[config.mk]
export PLATFORM = sky130hd
export DESIGN_NAME = countdown_run
export DESIGN_NICKNAME = d
export VERILOG_FILES = /design/src/rtl/countdown_run.sv
export SDC_FILE = /design/constraint.sdc
export NUM_CORES = 1
export LEC_CHECK = 0
export ABC_CLOCK_PERIOD_IN_PS = 3000
export CAP_MARGIN = 5
export CELL_PAD_IN_SITES_DETAIL_PLACEMENT = 1
export CELL_PAD_IN_SITES_GLOBAL_PLACEMENT = 1
export CORE_MARGIN = 1
export CORE_UTILIZATION = 39
export CTS_BUF_LIST = sky130_fd_sc_hd__clkbuf_2
export DETAILED_ROUTE_END_ITERATION = 12
export PLACE_DENSITY = 0.93
export SLEW_MARGIN = 10
export SYNTH_ARGS = -nofsm -noshare
export SYNTH_HDL_FRONTEND = slang
export SYNTH_SLANG_ARGS = --single-unit
[constraint.sdc]
create_clock -name clk -period 3 [get_ports clk]
set_input_delay 0.6 -clock clk [delete_from_list [all_inputs] [get_ports clk]]
set_output_delay 0.6 -clock clk [all_outputs]
set_load 0.02 [all_outputs]
[src/rtl/countdown_run.sv]
// rtl/countdown_run.sv - HH:MM:SS BCD countdown timer with IDLE/RUN/DONE control.
// Optional setter-cursor blinking in IDLE is built when COUNTDOWN_BLINK_EN is defined.
module countdown_run #(
   parameter int CLK_HZ = 100000000
) (
   input  logic        clk,
   input  logic        rst,
   input  logic        go,
   input  logic [31:0] preset,
   input  logic [3:0]  state,
   output logic [31:0] disp,
   output logic        running,
   output logic        done
);

   typedef enum logic [1:0] {IDLE, RUN, DONE} fsm_t;

   localparam int PW = (CLK_HZ > 1) ? $clog2(CLK_HZ) : 1;
   localparam logic [PW-1:0] TERM = PW'(CLK_HZ - 1);

   fsm_t          fsm_q, fsm_d;
   logic [PW-1:0] presc;
   logic          go_q;
   logic          armed;
   logic [3:0]    s1, s10, m1, m10, h1, h10;
   logic [3:0]    l_s1, l_s10, l_m1, l_m10, l_h1, l_h10;
   logic [3:0]    n_s1, n_s10, n_m1, n_m10, n_h1, n_h10;
   logic          go_rise, tick, load_zero, dec_zero;
   logic          running_q, done_q;

   // armed is only set once go has been seen low, so a go held across reset cannot start a run
   assign go_rise = go && !go_q && armed;
   assign tick    = (fsm_q == RUN) && (presc == TERM);

   always_comb begin
      l_s1  = (preset[3:0]   > 4'd9) ? 4'd9 : preset[3:0];
      l_s10 = (preset[7:4]   > 4'd5) ? 4'd5 : preset[7:4];
      l_m1  = (preset[15:12] > 4'd9) ? 4'd9 : preset[15:12];
      l_m10 = (preset[19:16] > 4'd5) ? 4'd5 : preset[19:16];
      l_h1  = (preset[27:24] > 4'd9) ? 4'd9 : preset[27:24];
      l_h10 = (preset[31:28] > 4'd9) ? 4'd9 : preset[31:28];
      load_zero = ({l_h10, l_h1, l_m10, l_m1, l_s10, l_s1} == 24'd0);
   end

   always_comb begin
      n_s1 = s1; n_s10 = s10; n_m1 = m1; n_m10 = m10; n_h1 = h1; n_h10 = h10;
      if (s1 != 4'd0) n_s1 = s1 - 4'd1;
      else begin
         n_s1 = 4'd9;
         if (s10 != 4'd0) n_s10 = s10 - 4'd1;
         else begin
            n_s10 = 4'd5;
            if (m1 != 4'd0) n_m1 = m1 - 4'd1;
            else begin
               n_m1 = 4'd9;
               if (m10 != 4'd0) n_m10 = m10 - 4'd1;
               else begin
                  n_m10 = 4'd5;
                  if (h1 != 4'd0) n_h1 = h1 - 4'd1;
                  else begin
                     n_h1  = 4'd9;
                     n_h10 = (h10 != 4'd0) ? h10 - 4'd1 : 4'd9;
                  end
               end
            end
         end
      end
      dec_zero = ({n_h10, n_h1, n_m10, n_m1, n_s10, n_s1} == 24'd0);
   end

   always_ff @(posedge clk) begin
      if (rst) begin
         fsm_q     <= IDLE;
         running_q <= 1'b0;
         done_q    <= 1'b0;
      end else begin
         fsm_q     <= fsm_d;
         running_q <= (fsm_d == RUN);
         done_q    <= (fsm_d == DONE);
      end
   end

   always_comb begin
      fsm_d = fsm_q;
      case (fsm_q)
         IDLE:    if (go_rise) fsm_d = load_zero ? DONE : RUN;
         RUN:     if (!go) fsm_d = IDLE;
                  else if (tick && dec_zero) fsm_d = DONE;
         DONE:    if (!go) fsm_d = IDLE;
         default: fsm_d = IDLE;
      endcase
   end

   always_ff @(posedge clk) begin
      if (rst) begin
         presc <= '0;
         go_q  <= 1'b0;
         armed <= 1'b0;
         {h10, h1, m10, m1, s10, s1} <= 24'd0;
      end else begin
         go_q <= go;
         if (!go) armed <= 1'b1;
         if (fsm_q == IDLE && go_rise) begin
            presc <= '0;
            {h10, h1, m10, m1, s10, s1} <= {l_h10, l_h1, l_m10, l_m1, l_s10, l_s1};
         end else if (fsm_q == RUN && go) begin
            if (tick) begin
               presc <= '0;
               {h10, h1, m10, m1, s10, s1} <= {n_h10, n_h1, n_m10, n_m1, n_s10, n_s1};
            end else begin
               presc <= presc + 1'b1;
            end
         end
      end
   end

`ifdef COUNTDOWN_BLINK_EN
   localparam int HALF = (CLK_HZ / 2 > 1) ? CLK_HZ / 2 : 1;
   localparam int BW   = (HALF > 1) ? $clog2(HALF) : 1;

   logic [BW-1:0] blink_cnt;
   logic          blink_ph;

   // blink_ph flips every HALF cycles; the cursor nibble is blanked while it is high
   always_ff @(posedge clk) begin
      if (rst) begin
         blink_cnt <= '0;
         blink_ph  <= 1'b0;
      end else if (blink_cnt == BW'(HALF - 1)) begin
         blink_cnt <= '0;
         blink_ph  <= !blink_ph;
      end else begin
         blink_cnt <= blink_cnt + 1'b1;
      end
   end
`else
   logic unused_state;
   assign unused_state = ^state;
`endif

   always_comb begin
      disp = preset;
      case (fsm_q)
         IDLE: begin
`ifdef COUNTDOWN_BLINK_EN
            if (blink_ph) begin
               case (state)
                  4'd1:    disp[3:0]   = 4'hF;
                  4'd2:    disp[7:4]   = 4'hF;
                  4'd3:    disp[15:12] = 4'hF;
                  4'd4:    disp[19:16] = 4'hF;
                  4'd5:    disp[27:24] = 4'hF;
                  4'd6:    disp[31:28] = 4'hF;
                  default: disp = preset;
               endcase
            end
`endif
         end
         RUN:     disp = {h10, h1, 4'hF, m10, m1, 4'hF, s10, s1};
         DONE:    disp = 32'h00F0_0F00;
         default: disp = preset;
      endcase
   end

   assign running = running_q;
   assign done    = done_q;

endmodule

# --- After elaboration in Yosys (flattened, before gate mapping) ---
# Index checks and enable logic that the tools add are counted.
word_totals:
  register_bits: 57
  latchBits: 0
  ram_bits: 0
  mem_bits_ro: 0
  memories: 0
op_classes:
  n_addsub: 7
  multipliers: 0
  div_mod_pow: 0
  order_cmp: 6
  n_eq_ne: 5
  n_shift: 0
  mux: 53
  bitwise_logic: 0
  n_reduce_logical: 20
op_table:
  columns: ["cell", "n"]
  rows:
  - ["$mux 4", 45]
  - ["$pmux 32 s2", 1]
  - ["$logic_not 24->1", 2]
  - ["$add 27x1->27 const B", 1]
  - ["$eq 27x27->1 const B", 1]
  - ["$mux 27", 1]
  - ["$reduce_bool 4->1", 6]
  - ["$sub 4x1->4 const B", 6]
  - ["$gt 4x4->1 const B", 4]
  - ["$mux 2", 5]
  - ["$gt 4x3->1 const B", 2]
  - ["$logic_and 1x1->1", 6]
  - ["$pmux 2 s3", 1]
  - ["$eq 2x1->1 const B", 2]
  - ["$eq 2x2->1 const B", 2]
  - ["$reduce_bool 2->1", 2]
  - ["$logic_not 2->1", 1]
  - ["$reduce_and 2->1", 1]
  - ["$reduce_or 2->1", 1]
  - ["$logic_not 1->1", 1]

# --- Depth between registers and ports, before layout ---
# Gate-level depths: netlist of run 1.
depth:
  depth_word: 13
  mapped_depth: 11
  depth_no_buf: 8

# --- Worst setup path after synthesis of run 1 ---
# No wires, ideal clock.
synth_timing:
  kind: "reg-to-reg"
  from: "register s1[1]"
  to: "register fsm_q[0]"
  t_arrival_ns: 2.428
  required_ns: 2.884
  setup_slack_ns: 0.456
  path_stages_with_launch: 10
  n_path_buf: 1
  path_cell_list: "dfxtp_1 -> inv_1 -> ha_1 -> or4b_4 -> buf_6 -> nor3_4 -> nand2_2 -> a2111oi_4 -> nand4_1 -> a41o_1"
synth_via:
  elab_chain_cells: 7
  elab_cells_between_ends: 13
  classes_between: "1 x add/sub; 9 x mux; 3 x reduce/logical"
synth_lines:
  columns: ["item", "line_no", "source"]
  rows:
  - ["start: declaration", "25", "logic [3:0] s1, s10, m1, m10, h1, h10;"]
  - ["start signal: assignment", "105", "{h10, h1, m10, m1, s10, s1} <= {l_h10, l_h1, l_m10, l_m1, l_s10, l_s1};"]
  - ["start signal: assignment", "109", "{h10, h1, m10, m1, s10, s1} <= {n_h10, n_h1, n_m10, n_m1, n_s10, n_s1};"]
  - ["$sub 4x1->4 / $reduce_bool 4->1 (equally long branches)", "47", "if (s1 != 4'd0) n_s1 = s1 - 4'd1;"]
  - ["$mux 4", "47", null]
  - ["$logic_not 24->1 (*)", "68", "dec_zero = ({n_h10, n_h1, n_m10, n_m1, n_s10, n_s1} == 24'd0);"]
  - ["$logic_and 1x1->1 (*)", "88", "else if (tick && dec_zero) fsm_d = DONE;"]
  - ["$mux 2 (*)", "88", null]
  - ["$mux 2 (*)", "87", "RUN: if (!go) fsm_d = IDLE;"]
  - ["$pmux 2 s3 (*)", "85", "case (fsm_q)"]
  - ["end signal: assignment", "77", "fsm_q <= fsm_d;"]
  - ["end: declaration", "21", "fsm_t fsm_q, fsm_d;"]
# Every way passes the cells marked *; elsewhere a longest branch is shown, timed or not.
# A chain may end at the register's enable or synchronous reset.

# --- Final worst setup path of run 1 ---
layout_timing:
  from: "register fsm_q[1]"
  to: "output port disp[16]"
layout_via:
  elab_chain_cells: 2
  elab_cells_between_ends: 3
  classes_between: "2 x eq/ne; 1 x mux"
layout_lines:
  columns: ["item", "line_no", "source"]
  rows:
  - ["$eq 2x2->1 / $eq 2x1->1 (equally long branches)", "143", "case (fsm_q)"]
  - ["$pmux 32 s2 (*)", "143", null]
  - ["end: declaration", "11", "output logic [31:0] disp,"]
# Marked as above.

==> results.py, run 1 <==
metrics = {
    "global_route": {
        "grt_pass1_vias": 4190,
        "grtUsageTotal_pct": 27.3,
        "antenna_found_initial": 0,
        "grt_pass1_wl_um": 21000,
        "grt_remaining_overflow": 0,
        "grt_start_max_net_pins": 57,
    },
    "setup_path": {
        "cp.arrival_ns": 2.23,
        "crit_path_start_kind": "register",
        "critPathRequiredTime_ns": 2.40,
        "crit_chain": "inv_1 > ha_1 > buf_12 > nand3_1 > o21ai_0 > dlygate4sd2_1",
        "r2r_cells": 9,
        "critPathMaxFanout": 56,
        "cpPeakStageDelay_ns": 0.44,
        "crit_path_end_kind": "output pin",
        "worstSetupPathType": "register to output pin",
        "r2r_slack_ns": 0.21,
        "cp_slowest_cell": "dfxtp_1",
        "r2r_start": "s1[0]",
        "reg2reg_to": "fsm_q[0]",
    },
    "placed_design": {
        "hpwl_um": 9510,
        "place_congestion": 0.899,
        "io_buffers": 68,
    },
    "timing": {
        "period_needed_ns": 2.83,
        "skew_ns": 0.0282,
        "tightest_slew_ns": 0.675,
        "setup_viol": 0,
        "fmax_mhz": 353,
        "drv_slew": 0,
        "rsz0062_at_grt": "no",
        "timing.slew.headroom_pct": 53.8,
        "tns_ns": 0,
        "fin_crit_sh_pct": 94.4,
        "finalHoldViolCount": 0,
    },
    "synth": {
        "synth-simple-area-share_pct": 33.1,
        "synthMuxAreaShare_pct": 1.64,
        "ys_async_sr_fraction_pct": 0,
        "synth-edff-count": 0,
        "synth_top_family_by_area": "simple AND/OR/NAND/NOR gates",
        "synth_top_area_share_pct": 31.2,
        "synth.avg_cell_area_sq_um": 7.53,
        "yosysWarnings": 0,
        "syn_inst": 486,
        "synth_area_sq_um": 3660,
        "ys_seq_elements": 57,
        "synth_nets": 532,
        "synthAdderAreaFrac_pct": 2.39,
        "synth.most_common_cell": "dfxtp_1",
        "synth_xor_area_share_pct": 6.94,
        "ys_seq_area_share_pct": 31.2,
        "synth_commonest_cells": "dfxtp_1, nor2_1, nand3_1, o21ai_0, inv_1",
        "synth_area_leaders": "dfxtp_1, nand3_1, nor2_1, o21ai_0, inv_1",
        "synth_cell_type_count": 61,
        "synth-compound-area-share_pct": 17.6,
        "synth_flop_cell": "dfxtp_1",
        "synth_top_area_cell": "dfxtp_1",
    },
    "die": {
        "initial_utilization_pct": 41.1,
        "ios": 73,
        "die_h_um": 98.8,
        "rows": 34,
        "die_w_um": 98.8,
        "coreArea_sq_um": 8890,
        "fp.dieArea_sq_um": 9770,
    },
    "routing": {
        "wl_met3_um": 598,
        "drtPass1Iterations": 5,
        "drc": 0,
        "top_layer_used": "met4",
        "wl_met2_um": 6710,
        "wirelength_um": 13100,
        "vias": 4056,
        "drt_iter0_markers": 312,
        "wl_per_cell_um": 19.5,
        "wl_met1_um": 5260,
        "postRouteAntennaNets": 0,
        "vias_per_cell": 6.04,
    },
    "hold_path": {
        "hp-class": "register to register",
        "hold_path_depth": 2,
        "holdPathEnd": "armed",
        "hp-start": "armed",
    },
    "finish": {
        "layout.nets": 604,
        "drive_gt1_share_pct": 10.8,
        "diodes": 0,
        "area_delta_synth_final_pct": 26.4,
        "final_util_pct": 52.0,
        "regArea_sq_um": 1140,
        "fillers": 1112,
        "multi_input_area_sq_um": 2260,
    },
    "clock_tree": {
        "cts.htree.levels": 3,
        "clkSlewWorstSetupHoldPaths_ns": 0.15,
        "cts.sinks": 57,
        "cts_root_buf": "clkbuf_2",
        "cts_tree": "built",
        "clk_path_buf_depth": 2,
        "numCtsBuffers": 9,
        "insertion_delay_ns": 0.53,
    },
    "pwr": {
        "finalPower_mw": 1.84,
        "ir_drop_mv": 0.262,
        "cellPowerDensity_nw_per_um2": 397,
        "cellLeakagePower_nw": 1.74,
    },
    "status": {
        "status": "complete, no violations",
    },
    "flow_run": {
        "cap_violations": 0,
    },
}
[power breakdown]
group          leakage [nW]  internal (mW)  switching, mW
clock network        0.0768          0.267          0.311
logic                  1.20          0.180          0.271
registers             0.462          0.776         0.0315
[final cells by class]
| class | instances | area share (%) |
|---|---|---|
| clock buffer | 9 | 0.975 |
| clock inverter | 7 | 1.84 |
| inverter | 35 | 2.84 |
| multi-input combinational | 365 | 49.0 |
| sequential | 57 | 24.7 |
| tap | 108 | 2.92 |
| timing repair buffer | 90 | 17.7 |
[routing by layer]
layer  vias up  global-route usage (%)
li1       1884                       -
met3        56                    6.67
met2       132                    47.8
met5         -                       0
met1      1984                    31.1
met4         0                    13.1
[stage by stage]
stage / setup WS (ns) / area [sq um] / cells / hold slack [ns]
after floorplan: 0.456 / 3660 / 486 / 0.434
after global placement: 0.113 / 4520 / 655 / 0.444
after detailed placement: 0.00434 / 4520 / 655 / 0.462
after CTS: 0.173 / 4610 / 671 / 0.483
after global routing: 0.0174 / 4620 / 671 / 0.513
final: 0.168 / 4620 / 671 / 0.480
[cell usage in the layout (no fill, tap or decap), types with 5 or more instances in the layout]
cell             instances
ha_1                     7
dfxtp_1                 56
or4_1                    5
xor2_1                  15
nand3_1                 44
clkbuf_2                 9
a211oi_1                 5
nor3_1                  17
o21ai_0                 40
mux2i_1                  6
or3_1                    5
nor4_1                  14
inv_1                   35
buf_4                   21
and2_1                   5
a311oi_1                 6
xnor2_1                 14
dlygate4sd2_1           32
nand2_1                 28
nand4_1                 12
nor2_1                  55
a21oi_1                 14
a31oi_1                  6
clkdlybuf4s50_1         36
or2_2                    8
[flip-flops by register name, indices dropped and copies added (netlist names)]
name     cells
armed        1
done         1
fsm_q        2
go_q         1
h1           4
h10          4
m1           4
m10          4
presc       27
running      1
s1           4
s10          4
[worst max-delay path: cells and delay by family (launching register included)]
kind                       cells  cell delay, ns
buffers and inverters          3            0.69
DFF                            1            0.44
adders and majority gates      1            0.32
and+or+nand+nor                1            0.15
AOI/OAI and AO/OA              1            0.12
[worst max-delay path by stage]
stage	start	to	cells after the start
after floorplan	s1[1]	fsm_q[0]	9
after global placement	go	h1[1]	8
after detailed placement	preset[3]	running	7
after CTS	fsm_q[1]	disp[16]	6
after global routing	fsm_q[1]	disp[14]	6
final	fsm_q[1]	disp[16]	6
[cell families (layout without fill, tap and decap cells)]
group	count (synthesis)	count (layout)
compound gates	98	98
xor+xnor	29	29
buf+inv	64	141
fa+ha+maj	7	7
mux	6	6
flops	57	57
simple gates	225	225
[what timing repair did]
item / 4_1_cts / 5_1_grt
endpoints found under the setup margin: 32 / 4
setup buffers: 0 / 0
hold buffers: 0 / 0
gates resized for setup: 33 / 2
(Power assumes the default switching activity.)
==> run 2, diff against run 1 <==
--- a/config.mk
+++ b/config.mk
@@ -13,7 +13,7 @@
 export CORE_UTILIZATION = 39
 export CTS_BUF_LIST = sky130_fd_sc_hd__clkbuf_2
 export DETAILED_ROUTE_END_ITERATION = 12
-export PLACE_DENSITY = 0.93
+export PLACE_DENSITY_LB_ADDON = 0.1
 export SLEW_MARGIN = 10
 export SYNTH_ARGS = -nofsm -noshare
 export SYNTH_HDL_FRONTEND = slang
==> run 2 against run 1 <==
  * Non-clock buffer count up 1
  * Highest routed layer unchanged
  * Critical endpoint is now disp[20]
  * Via count down 4.4%
  * Global-route usage down 0.28 points
==> results.py, run 2 (synthesis results as in run 1) <==
metrics = {
    "status": {
        "status": "complete, no violations",
    },
    "die": {
        "die_h_um": 98.8,
        "die_w_um": 98.8,
        "ios": 73,
        "fp.dieArea_sq_um": 9770,
        "coreArea_sq_um": 8890,
        "rows": 34,
        "initial_utilization_pct": 41.1,
    },
    "global_route": {
        "grt_start_max_net_pins": 57,
        "grt_use_met2_pct": 45.7,
        "met3_usage_pct": 5.60,
        "grtUsageTotal_pct": 27.0,
        "grt_pass1_wl_um": 20700,
        "grt_pass1_vias": 4115,
        "grt_remaining_overflow": 0,
        "busiest_layer": "met2",
        "met1_usage_pct": 34.2,
        "antenna_found_initial": 0,
    },
    "placed_design": {
        "io_buffers": 68,
        "place_congestion": 0.859,
        "place_ws_ns": 0.0423,
        "hpwl_um": 9220,
    },
    "routing": {
        "drt_iter0_markers": 146,
        "drc": 0,
        "postRouteAntennaNets": 0,
        "vias_per_cell": 5.77,
        "vias": 3876,
        "drtPass1Iterations": 4,
        "wirelength_um": 12400,
        "wl_per_cell_um": 18.5,
    },
    "timing": {
        "skew_ns": 0.0271,
        "timing.slew.headroom_pct": 62.9,
        "finalHoldViolCount": 0,
        "fmax_mhz": 354,
        "setup_ws_ns": 0.176,
        "setup_viol": 0,
        "drv_slew": 0,
        "rsz0062_at_grt": "no",
        "fin_crit_sh_pct": 94.1,
        "tightest_slew_ns": 0.551,
        "tns_ns": 0,
        "period_needed_ns": 2.82,
    },
    "finish": {
        "layout.nets": 605,
        "diodes": 0,
        "multi_input_area_sq_um": 2260,
        "regArea_sq_um": 1140,
        "drive_gt1_share_pct": 11.2,
        "most-common-layout-cells": "nor2_1, dfxtp_1, nand3_1",
        "fillers": 1133,
        "regMostFlops": "presc",
        "largest_reg_flops": 27,
        "area_delta_synth_final_pct": 27.4,
    },
    "hold_path": {
        "hp-class": "register to register",
    },
    "clock_tree": {
        "cts.sinks": 57,
        "cts_setup_buffers": 0,
        "insertion_delay_ns": 0.51,
        "cts_root_buf": "clkbuf_2",
        "clk_path_buf_depth": 2,
        "clkSlewWorstSetupHoldPaths_ns": 0.18,
        "cts.htree.levels": 3,
        "cts_tree": "built",
        "numCtsBuffers": 9,
    },
    "flow_run": {
        "cap_violations": 0,
    },
    "setup_path": {
        "worstSetupPathType": "register to output pin",
        "critPathRequiredTime_ns": 2.40,
        "cp.arrival_ns": 2.22,
        "crit_path_end_kind": "output pin",
        "critPathMaxFanout": 56,
        "crit_path_start_kind": "register",
    },
    "pwr": {
        "ir_drop_mv": 0.246,
        "cellPowerDensity_nw_per_um2": 416,
        "cellLeakagePower_nw": 1.76,
    },
}
-- run 2: cell count changes in the layout (fill, tap and decap cells not counted), sizes merged --
cell	delta
bufinv	+1
buf	+1
clkinv	-1
-- run 2: power breakdown --
group	internal (mW)	leakage, nW	switching [mW]
Combinational	0.180	1.20	0.266
Sequential	0.777	0.463	0.0308
Clock	0.359	0.0897	0.328
Total	1.32	1.76	0.625
-- run 2: worst paths after layout --
path | startpoint | endpoint | slack, ns | depth (start not counted)
worst min-delay path | presc[1] | presc[1] | 0.49 | 2
worst min register to register | presc[1] | presc[1] | 0.49 | 2
worst max-delay path | fsm_q[0] | disp[20] | 0.18 | 5
worst max register to register | fsm_q[1] | fsm_q[0] | 0.22 | 8
-- run 2: worst max-delay path: stages, from the launching register on --
cell and delay, ns:
dfxtp_2 0.43, inv_1 0.10, ha_1 0.34, buf_12 0.19, or2_2 0.32, dlygate4sd2_1 0.32
-- run 2: final cells by class --
cell class,instances,share of cell area (%)
multi-input cells,365,48.5
flip-flops and latches,57,24.5
repair buffers,91,17.7
well taps,108,2.90
inverters,35,2.82
clock inverters,7,2.55
clock buffers,9,0.966
-- run 2: what timing repair did --
action                                  CTS  global route
endpoints found under the setup margin   32             2
hold buffers                              0             0
pin swaps                                 0             0
resized for setup                        33             2
-- run 2: stage by stage --
step                      hold slack, ns  std cells  total power, mW  utilization (%)  area (sq um)
after global placement             0.443        656             1.28             50.9          4530
after detailed placement           0.466        656             1.29             50.9          4530
final                              0.486        672             1.94             52.4          4660
after global routing               0.524        672             2.03             52.4          4660
after CTS                          0.487        672             1.96             52.4          4650
after floorplan                    0.434        486             1.07                -          3660
-- run 2: per-layer routing --
layer | routed length [um] | up-vias | share of wire [%]
met3 | 476 | 16 | 3.8
met1 | 5820 | 1897 | 47
met2 | 5980 | 66 | 48
met4 | 157 | 0 | 1.3
li1 | - | 1897 | -
met5 | 0 | - | 0
==> run 3, diff against run 2 <==
--- a/config.mk
+++ b/config.mk
@@ -14,6 +14,7 @@
 export CTS_BUF_LIST = sky130_fd_sc_hd__clkbuf_2
 export DETAILED_ROUTE_END_ITERATION = 12
 export PLACE_DENSITY_LB_ADDON = 0.1
+export SETUP_SLACK_MARGIN = 0.05
 export SLEW_MARGIN = 10
 export SYNTH_ARGS = -nofsm -noshare
 export SYNTH_HDL_FRONTEND = slang
==> run 3 against run 2 <==
  * Hold slack about the same
  * Non-clock buffer count unchanged
  * Largest power group unchanged
  * Critical path type unchanged
  * Via count fell by 0.18%
  * Utilization increased by 0.13 points
==> results.py, run 3 (synthesis results as in run 1) <==
metrics = {
    "clock_tree": {
        "cts_root_buf": "clkbuf_2",
        "clk_path_buf_depth": 2,
        "cts.sinks": 57,
        "cts.htree.levels": 3,
        "insertion_delay_ns": 0.51,
        "clkSlewWorstSetupHoldPaths_ns": 0.19,
        "cts_tree": "built",
        "numCtsBuffers": 9,
        "cts_setup_buffers": 0,
    },
    "setup_path": {
        "r2r_start": "fsm_q[1]",
        "critPathRequiredTime_ns": 2.40,
        "crit_path_end_kind": "output pin",
        "r2r_cells": 9,
        "reg2reg_to": "s10[2]",
        "crit_path_start_kind": "register",
        "cp.arrival_ns": 2.19,
        "r2r_slack_ns": 0.29,
        "worstSetupPathType": "register to output pin",
        "critPathMaxFanout": 56,
    },
    "routing": {
        "drt_iter0_markers": 154,
        "wirelength_um": 12400,
        "drtPass1Iterations": 4,
        "vias_per_cell": 5.76,
        "drc": 0,
        "vias": 3869,
        "wl_per_cell_um": 18.5,
        "postRouteAntennaNets": 0,
    },
    "timing": {
        "timing.slew.headroom_pct": 62.3,
        "rsz0062_at_grt": "no",
        "drv_slew": 0,
        "skew_ns": 0.0260,
        "tightest_slew_ns": 0.552,
        "fin_crit_sh_pct": 93.0,
        "period_needed_ns": 2.79,
        "fmax_mhz": 359,
        "finalHoldViolCount": 0,
        "setup_viol": 0,
        "whs_ns": 0.486,
        "tns_ns": 0,
    },
    "finish": {
        "most-common-layout-cells": "nor2_1, dfxtp_1, nand3_1",
        "drive_gt1_share_pct": 11.3,
        "diodes": 0,
        "largest_reg_flops": 27,
        "layout.nets": 605,
        "regMostFlops": "presc",
        "final_cell_area_sq_um": 4670,
        "fillers": 1131,
        "area_delta_synth_final_pct": 27.7,
    },
    "global_route": {
        "grt_pass1_vias": 4115,
        "antenna_found_initial": 0,
        "grt_remaining_overflow": 0,
        "grt_start_max_net_pins": 57,
        "grt_pass1_wl_um": 20700,
        "grtUsageTotal_pct": 27.0,
    },
    "die": {
        "ios": 73,
        "initial_utilization_pct": 41.1,
        "rows": 34,
        "die_w_um": 98.8,
        "die_h_um": 98.8,
        "coreArea_sq_um": 8890,
        "fp.dieArea_sq_um": 9770,
    },
    "pwr": {
        "finalPower_mw": 1.94,
        "clock_power_share_pct": 35.5,
        "ir_drop_mv": 0.247,
        "cellLeakagePower_nw": 1.76,
        "p_switching_uw": 628,
        "power_frac_comb_pct": 23.0,
        "swShare_pct": 32.3,
        "seqPwrFrac_pct": 41.5,
        "internal_power_mw": 1.32,
        "cellPowerDensity_nw_per_um2": 416,
    },
    "placed_design": {
        "place_congestion": 0.859,
        "hpwl_um": 9220,
        "io_buffers": 68,
        "placed_area_sq_um": 4530,
    },
    "hold_path": {
        "hp-class": "register to register",
        "hold_path_depth": 2,
        "hp-start": "presc[1]",
        "holdPathEnd": "presc[1]",
    },
    "flow_run": {
        "cap_violations": 0,
    },
    "status": {
        "status": "complete, no violations",
    },
}
## run 3: changes by cell type in the layout (fill, tap and decap cells not counted)
cell / before / now
clkdlybuf4s15_1: 0 / 4
dfxtp_2: 2 / 1
dfxtp_4: 0 / 1
dlygate4sd1_1: 0 / 2
dlygate4sd2_1: 32 / 26
or4_1: 6 / 5
or4_4: 0 / 1
## run 3: stage by stage
| step | utilization (%) | setup WS [ns] | std cells |
|---|---|---|---|
| after floorplan | - | 0.456 | 486 |
| after global placement | 50.9 | 0.0657 | 656 |
| after detailed placement | 50.9 | 0.0423 | 656 |
| after CTS | 52.4 | 0.106 | 672 |
| after global routing | 52.5 | 0.0643 | 672 |
| final | 52.5 | 0.211 | 672 |
## run 3: power groups by stage
stage	logic [mW]	clock network, mW	registers, mW
floorplan	0.264	0	0.808
global placement	0.457	0	0.820
detailed placement	0.468	0	0.822
CTS	0.446	0.712	0.807
global route	0.484	0.743	0.811
finish	0.446	0.690	0.807
## run 3: area by class of cell
cell class	instances	area [sq um]	area share (%)
Tap cell	108	135	2.89
Multi-Input combinational cell	365	2260	48.5
Clock buffer	9	45.0	0.964
Sequential cell	57	1150	24.5
Inverter	35	131	2.81
Timing Repair Buffer	91	831	17.8
Clock inverter	7	119	2.54
## run 3: how the worst max path moves through the flow
stage,start,endpoint,cells past startpoint
3_3_place_gp,preset[3],running,7
4_1_cts,fsm_q[1],disp[4],6
2_1_floorplan,s1[1],fsm_q[0],9
6_report,fsm_q[0],disp[20],5
5_1_grt,fsm_q[1],s10[2],9
3_5_place_dp,preset[3],running,7
## run 3: metal layers
metal | GRT usage [%] | vias up | part of all wire [%]
li1 | - | 1899 | -
met1 | 34.2 | 1895 | 46
met2 | 45.7 | 59 | 49
met3 | 5.60 | 16 | 3.6
met4 | 9.18 | 0 | 1.3
met5 | 0 | - | 0
## run 3: critical path, cell delays in order, from the launching register on
cell	delay [ns]
dfxtp_4	0.42
inv_1	0.08
ha_1	0.33
buf_12	0.20
or2_2	0.31
dlygate4sd2_1	0.32
## run 3: timing repair
| action | in CTS | in global routing |
|---|---|---|
| gates resized for setup | 33 | 12 |
| hold endpoints to repair | 0 | 0 |
| setup endpoints to repair | 32 | 27 |
| hold buffers | 0 | 0 |
